===== config.mk =====
export PLATFORM = sky130hd
export DESIGN_NAME = tdm_demux4
export DESIGN_NICKNAME = d
export VERILOG_FILES = /design/src/rtl/tdm_pkg.sv /design/src/rtl/tdm_slot_ctr.sv /design/src/rtl/tdm_demux4.sv
export SDC_FILE = /design/constraint.sdc
export NUM_CORES = 1
export LEC_CHECK = 0
export ABC_CLOCK_PERIOD_IN_PS = 3750
export BUFFER_PORTS_ARGS = -buffer_cell sky130_fd_sc_hd__buf_2
export CORE_MARGIN = 3
export CORE_UTILIZATION = 30
export CTS_BUF_LIST = sky130_fd_sc_hd__clkbuf_8
export CTS_CLUSTER_DIAMETER = 40
export DETAILED_ROUTE_END_ITERATION = 10
export SYNTH_ARGS = -nofsm -noshare
export SYNTH_HDL_FRONTEND = slang
export SYNTH_SLANG_ARGS = --single-unit

===== constraint.sdc =====
create_clock -name clk -period 3.75 [get_ports clk]
set_input_delay 0 -clock clk [delete_from_list [all_inputs] [get_ports clk]]
set_output_delay 0 -clock clk [all_outputs]
set_load 0.05 [all_outputs]

===== src/rtl/tdm_pkg.sv =====
// Shared constants and FSM state type for the tdm_demux4 receive path.
package tdm_pkg;
  localparam int LANES  = 4;
  localparam int SLOT_W = 2;

  typedef enum logic [1:0] {
    IDLE = 2'd0,
    RECV = 2'd1,
    PAR  = 2'd2
  } tdm_state_t;
endpackage


===== src/rtl/tdm_slot_ctr.sv =====
// Slot index counter for the TDM demux: synchronous clear, load-to-1 and increment.
module tdm_slot_ctr
  import tdm_pkg::*;
(
  input  logic              clk,
  input  logic              rst,
  input  logic              clr_i,
  input  logic              load1_i,
  input  logic              en_i,
  output logic [SLOT_W-1:0] cnt_o
);

  logic [SLOT_W-1:0] cnt_q, cnt_d;

  always_comb begin
    cnt_d = cnt_q;
    if (clr_i)        cnt_d = '0;
    else if (load1_i) cnt_d = SLOT_W'(1);
    else if (en_i)    cnt_d = cnt_q + SLOT_W'(1);
  end

  always_ff @(posedge clk) begin
    if (rst) cnt_q <= '0;
    else     cnt_q <= cnt_d;
  end

  assign cnt_o = cnt_q;

endmodule


===== src/rtl/tdm_demux4.sv =====
// Four-lane TDM demultiplexer: collects slots 0..3 into shadow lanes and commits them to X.
// Optional feature: define TDM_PARITY_EN for a fifth parity beat checked before commit.
module tdm_demux4
  import tdm_pkg::*;
#(
  parameter int WIDTH = 1
) (
  input  logic                   clk,
  input  logic                   rst,
  input  logic                   in_valid,
  input  logic                   in_sof,
  input  logic [WIDTH-1:0]       in_data,
  output logic [LANES*WIDTH-1:0] X,
  output logic                   out_valid,
  output logic [SLOT_W-1:0]      sel,
  output logic                   frame_err
);

  tdm_state_t              state_q, state_d;
  logic [LANES*WIDTH-1:0]  shadow_q, shadow_d;
  logic [LANES*WIDTH-1:0]  x_q, x_d;
  logic                    ov_q, ov_d;
  logic                    fe_q, fe_d;
  logic                    ctr_clr, ctr_load1, ctr_en;
  logic [SLOT_W-1:0]       sel_cur;

  tdm_slot_ctr u_slot_ctr (
    .clk     (clk),
    .rst     (rst),
    .clr_i   (ctr_clr),
    .load1_i (ctr_load1),
    .en_i    (ctr_en),
    .cnt_o   (sel_cur)
  );

  always_comb begin
    state_d   = state_q;
    shadow_d  = shadow_q;
    x_d       = x_q;
    ov_d      = 1'b0;
    fe_d      = 1'b0;
    ctr_clr   = 1'b0;
    ctr_load1 = 1'b0;
    ctr_en    = 1'b0;

    if (in_valid) begin
      if (in_sof) begin
        // An SOF outside IDLE aborts the frame in progress and restarts at lane 0.
        fe_d                 = (state_q != IDLE);
        shadow_d             = '0;
        shadow_d[WIDTH-1:0]  = in_data;
        ctr_load1            = 1'b1;
        state_d              = RECV;
      end else begin
        case (state_q)
          RECV: begin
            shadow_d[int'(sel_cur)*WIDTH +: WIDTH] = in_data;
            if (sel_cur == SLOT_W'(LANES-1)) begin
`ifdef TDM_PARITY_EN
              state_d = PAR;
`else
              x_d     = shadow_d;
              ov_d    = 1'b1;
              ctr_clr = 1'b1;
              state_d = IDLE;
`endif
            end else begin
              ctr_en = 1'b1;
            end
          end
`ifdef TDM_PARITY_EN
          PAR: begin
            if (in_data[0] == ^shadow_q) begin
              x_d  = shadow_q;
              ov_d = 1'b1;
            end else begin
              fe_d = 1'b1;
            end
            ctr_clr = 1'b1;
            state_d = IDLE;
          end
`endif
          default: ;
        endcase
      end
    end
  end

  always_ff @(posedge clk) begin
    if (rst) begin
      state_q  <= IDLE;
      shadow_q <= '0;
      x_q      <= '0;
      ov_q     <= 1'b0;
      fe_q     <= 1'b0;
    end else begin
      state_q  <= state_d;
      shadow_q <= shadow_d;
      x_q      <= x_d;
      ov_q     <= ov_d;
      fe_q     <= fe_d;
    end
  end

  assign X         = x_q;
  assign out_valid = ov_q;
  assign frame_err = fe_q;
  assign sel       = sel_cur;

endmodule


### Word-level counts from Yosys, hierarchy flattened

Cells that the tools add are included.

| cells by class | value |
|---|---|
| $add $sub $neg | 2 |
| eq/ne operators | 2 |
| shift operators | 2 |
| muxes and demuxes | 18 |
| bitwise operators | 2 |
| reductions and logical operators | 10 |

Operators with widths:

| operator | count |
|---|---|
| 2-bit negator with 33-bit output | 1 |
| 1-bit by 33-bit variable shift with 4-bit output, first input constant | 1 |
| 1-bit by 33-bit variable part select with 4-bit output | 1 |
| 1-bit two-way mux | 12 |
| 4-bit two-way mux | 2 |
| 2-bit nonzero test | 4 |
| 2-bit two-way mux | 3 |
| 3-bit OR reduction | 2 |
| 4-bit bitwise mux | 1 |
| 4-bit AND reduction | 1 |
| 3-bit AND reduction | 1 |
| 2-bit by 1-bit adder with 2-bit output, second input constant | 1 |
| 2-bit by 1-bit == test with 1-bit output, second input constant | 1 |
| 2-bit == test, second input constant | 1 |
| 1-bit inverter | 2 |
| 2-bit AND reduction | 1 |
| 2-bit OR reduction | 1 |

| word-level totals | value |
|---|---|
| bits in registers | 14 |
| output and inout port bits | 8 |
| word-level logic and storage cells | 43 |

### Depth between registers and ports, before layout

| depth | value |
|---|---|
| depth after elaboration | 7 |
| mapped depth | 5 |

### By module

Synthesis repeated with hierarchy kept, for this count alone.

| unflattened totals | value |
|---|---|
| cell total of the unflattened synthesis | 81 |
| area, all modules | 721.9 µm² |

By module, submodules not included:

| module | times used | cells an instance | area each (µm²) | sequential area each (µm²) |
|---|---|---|---|---|
| tdm_demux4 | 1 | 73 | 629.4 | 220.2 |
| tdm_slot_ctr | 1 | 8 | 92.6 | 40.0 |

### Least setup slack after synthesis

No wires, ideal clock.

| timing path | value |
|---|---|
| kind | reg-to-reg |
| start point | reg u_slot_ctr.cnt_q[0], in the netlist u_slot_ctr.cnt_o[0] |
| end point | reg x_q[1], in the netlist X[1] |
| library setup time | 0.123 ns |
| arrival | 1.820 ns |
| required time | 3.627 ns |
| path slack | 1.807 ns |
| stages on the path, launching flop included | 6 |
| buffers on the path | 0 |
| period minus slack after synthesis | 1.943 ns |
| cells stage by stage | dfxtp_1 inv_1 ha_1 and3b_1 a311oi_1 nor3_1 |

| on the way | value |
|---|---|
| longest elaborated chain between the ends | 3 |
| elaborated cells between the ends (all ways) | 6 |
| those cells by class | 1 x add/sub; 1 x eq/ne; 2 x shift; 1 x mux; 1 x reduce/logical |

Ends and longest elaborated chain:

| what | RTL line | source |
|---|---|---|
| start, declared | tdm_slot_ctr.sv:13 | `logic [SLOT_W-1:0] cnt_q, cnt_d;` |
| start signal, assigned | tdm_slot_ctr.sv:24 | `else cnt_q <= cnt_d;` |
| 2-bit negator with 33-bit output | tdm_demux4.sv:57 | `shadow_d[int'(sel_cur)*WIDTH +: WIDTH] = in_data;` |
| 1-bit by 33-bit variable part select with 4-bit output or 1-bit by 33-bit variable shift with 4-bit output (tied branches) | tdm_demux4.sv:57 |  |
| 4-bit bitwise mux | tdm_demux4.sv:57 |  |
| end signal, assigned | tdm_demux4.sv:93 | `x_q <= '0;` |
| end signal, assigned | tdm_demux4.sv:99 | `x_q <= x_d;` |
| end, declared | tdm_demux4.sv:21 | `logic [LANES*WIDTH-1:0] x_q, x_d;` |

Several ways; a longest one is shown, not always the timed one.
A chain may end at the register's enable or synchronous reset.

### Worst setup path in the final report

Same ends and word-level chain as after synthesis.

==> reports/qor.yml <==
floorplanning:
  start_util_pct: 32.3
  core_um2: 2000
  rows: 16
  die-area_um2: 2750
  boundaryPins: 13
  die_y_um: 52.4
  die_x_um: 52.4
sta:
  timing.setup.tns_ns: 0
  fmax_mhz: 573
  rsz0062_at_grt: "false"
  finalSetupViolCount: 0
  finalCritPeriodShare_pct: 46.5
  max_slew.worst_pin.slew_ns: 0.362
  skew_ns: 0.00403
  relSlewSlack_pct: 75.8
  setup_ws_ns: 2.01
  holdWs_ns: 0.0831
  slew_viol_final: 0
  fin_crit_ns: 1.74
  final-hold-violation-count: 0
logic_synthesis:
  synth_edf_count: 0
  yosysTopAreaCellShare_pct: 37.1
  synth_top_cells_by_count: "dfxtp_1, a21oi_1, nor2_1"
  synth_xor_area_share_pct: 0
  synthArstFlopShare_pct: 0
  synth.most_common_cell: "dfxtp_1"
  syn_inst: 73
  yosys.area_share.adder_pct: 9.67
  syn_area_per_cell_um2: 8.86
  ys.flop_type: "dfxtp_1"
  ys.warnings.count: 0
  synthesis.area_um2: 647
  synthTopCellsByArea: "dfxtp_1, ha_1, a21oi_1"
  yosysTopAreaCell: "dfxtp_1"
  synth_top_family_by_area: "simple AND/OR/NAND/NOR gates"
  synth.net_count: 83
  synth.ff_latch_count: 12
  synth-simple-area-share_pct: 28.2
  synth-seq-area-share_pct: 37.1
  synth.distinct_cells: 29
  synth_compound_area_share_pct: 17.8
  synthMuxAreaShare_pct: 0
setup_path:
  critPathMaxFanout: 11
  path_cells: "inv_1, ha_1, and3b_1, a311oi_1, nor3_1"
  end_kind: "register"
  cp.required_ns: 3.87
  worst_path_max_delay_cell: "dfxtp_1"
  start_kind: "register"
  crit_type: "reg2reg"
  max_stage_delay_ns: 0.51
  crit_arrival_ns: 1.87
routing:
  ant_nets: 0
  drc: 0
  firstDrtPassIters: 4
  num_vias: 558
  drt-total-wl_mm: 1.38
  via_per_inst: 4.98
  wire_per_inst_um: 12.4
  first_iter_violations: 11
finish:
  diodes: 0
  syn_to_final_growth_pct: 18.8
  drive_above_1_share_pct: 22.4
  nNetsFinal: 96
  final_util_pct: 38.4
  nFillCells: 208
clock_network:
  cts_hold_buffers: 0
  worstSkewPairLatency_ns: 0.24
  root_buffer: "clkbuf_8"
  cts_inserted_buffers: 3
  cts_tree: "built"
  cts_num_sinks: 12
  cts-htree-levels: 1
  post_cts_buffers: 0
  clockBufferDepth: 2
  clk_pin_slew_ns: 0.06
  cts_resized: 0
global_route:
  grt_pass1_vias: 541
  grt_pass1_wl_mm: 2.52
  grt_max_degree: 13
  antenna_found_initial: 0
  grt_usage_pct: 12.0
  grt_remaining_overflow: 0
placement:
  gp_congestion: 0.814
  port_buffers: 12
  place_ws_ns: 2.02
  dpl.hpwl_um: 989
power:
  powerDensity_nw_per_um2: 402
  ir_drop_mv: 0.138
  power.leakage_nw: 0.324
min_path:
  hold_class: "in2reg"
job:
  cap_viol_max_count: 0
outcome:
  status: "finished, final reports clean"
area by class of cell:
class                      count  area (µm²)  area share, %
clock buffer                   4        55.1           7.17
inverter                       5        18.8           2.44
multi-input combinational     52         360           46.9
sequential                    12         240           31.3
tap                           27        33.8           4.40
timing repair buffer          12        60.1           7.82
worst max-delay path, delay by kind of cell, from the launching register on:
| family | cells | cell delay, ns |
|---|---|---|
| adder cells (fa/ha/maj) | 1 | 0.36 |
| buffers and inverters | 1 | 0.14 |
| AND/OR/NAND/NOR | 2 | 0.32 |
| flip-flops | 1 | 0.51 |
| AO/OA/AOI/OAI | 1 | 0.30 |
kinds of logic (layout without fill, tap and decap cells):
| group | count (synthesis) | in the layout |
|---|---|---|
| AOI/OAI and AO/OA | 17 | 17 |
| and+or+nand+nor | 30 | 30 |
| DFF | 12 | 12 |
| buffers and inverters | 9 | 21 |
| adders and majority gates | 5 | 5 |
state kept, by name, indices dropped and copies added, names as in the netlist:
name and flops:
X 4, shadow_q 3, out_valid 1, u_slot_ctr.cnt_o 2, frame_err 1, state_q 1
worst paths after layout:
kind,startpoint,end,slack (ns),depth (start not counted)
max reg2reg,u_slot_ctr.cnt_o[0],X[1],2.01,5
min,rst,state_q[0],0.08,2
min reg2reg,X[3],X[3],0.46,2
max,u_slot_ctr.cnt_o[0],X[1],2.01,5
cell usage in the layout (no fill, tap or decap):
cell type   n
a221oi_1    1
nor2_1      6
and4b_4     1
nand4_1     2
dfxtp_1    12
a21oi_1     6
a22oi_1     2
inv_1       5
a311oi_2    1
nand2b_1    1
nand4b_1    1
and4bb_1    1
o21ai_0     2
nor2_2      1
nand2_1     4
buf_2      12
nor3_1      3
nor3b_1     1
nand3_1     2
nor4bb_1    1
clkbuf_8    4
a31o_1      1
nor2b_1     4
and3b_1     2
ha_1        5
o21ai_1     2
a311oi_1    2
per-stage QoR:
stage / cell area [µm²] / instances / total power, mW
after floorplan: 647 / 73 / 0.162
after global placement: 713 / 108 / 0.168
after detailed placement: 713 / 108 / 0.169
after CTS: 768 / 112 / 0.311
after global routing: 768 / 112 / 0.324
final: 768 / 112 / 0.309
where the power goes:
part,internal (mW),total [mW],leakage (nW),switching [mW]
Combinational,0.0112,0.0308,0.198,0.0196
Sequential,0.130,0.135,0.0974,0.00495
Clock,0.0928,0.142,0.0288,0.0497
routing by layer:
metal	routed length [µm]	vias up	global-route usage (%)
met2	610	18	17.1
met4	0	0	5.11
met5	0	-	0
met3	66	0	2.56
li1	-	284	-
met1	707	256	17.1
(Power assumes the default switching activity.)
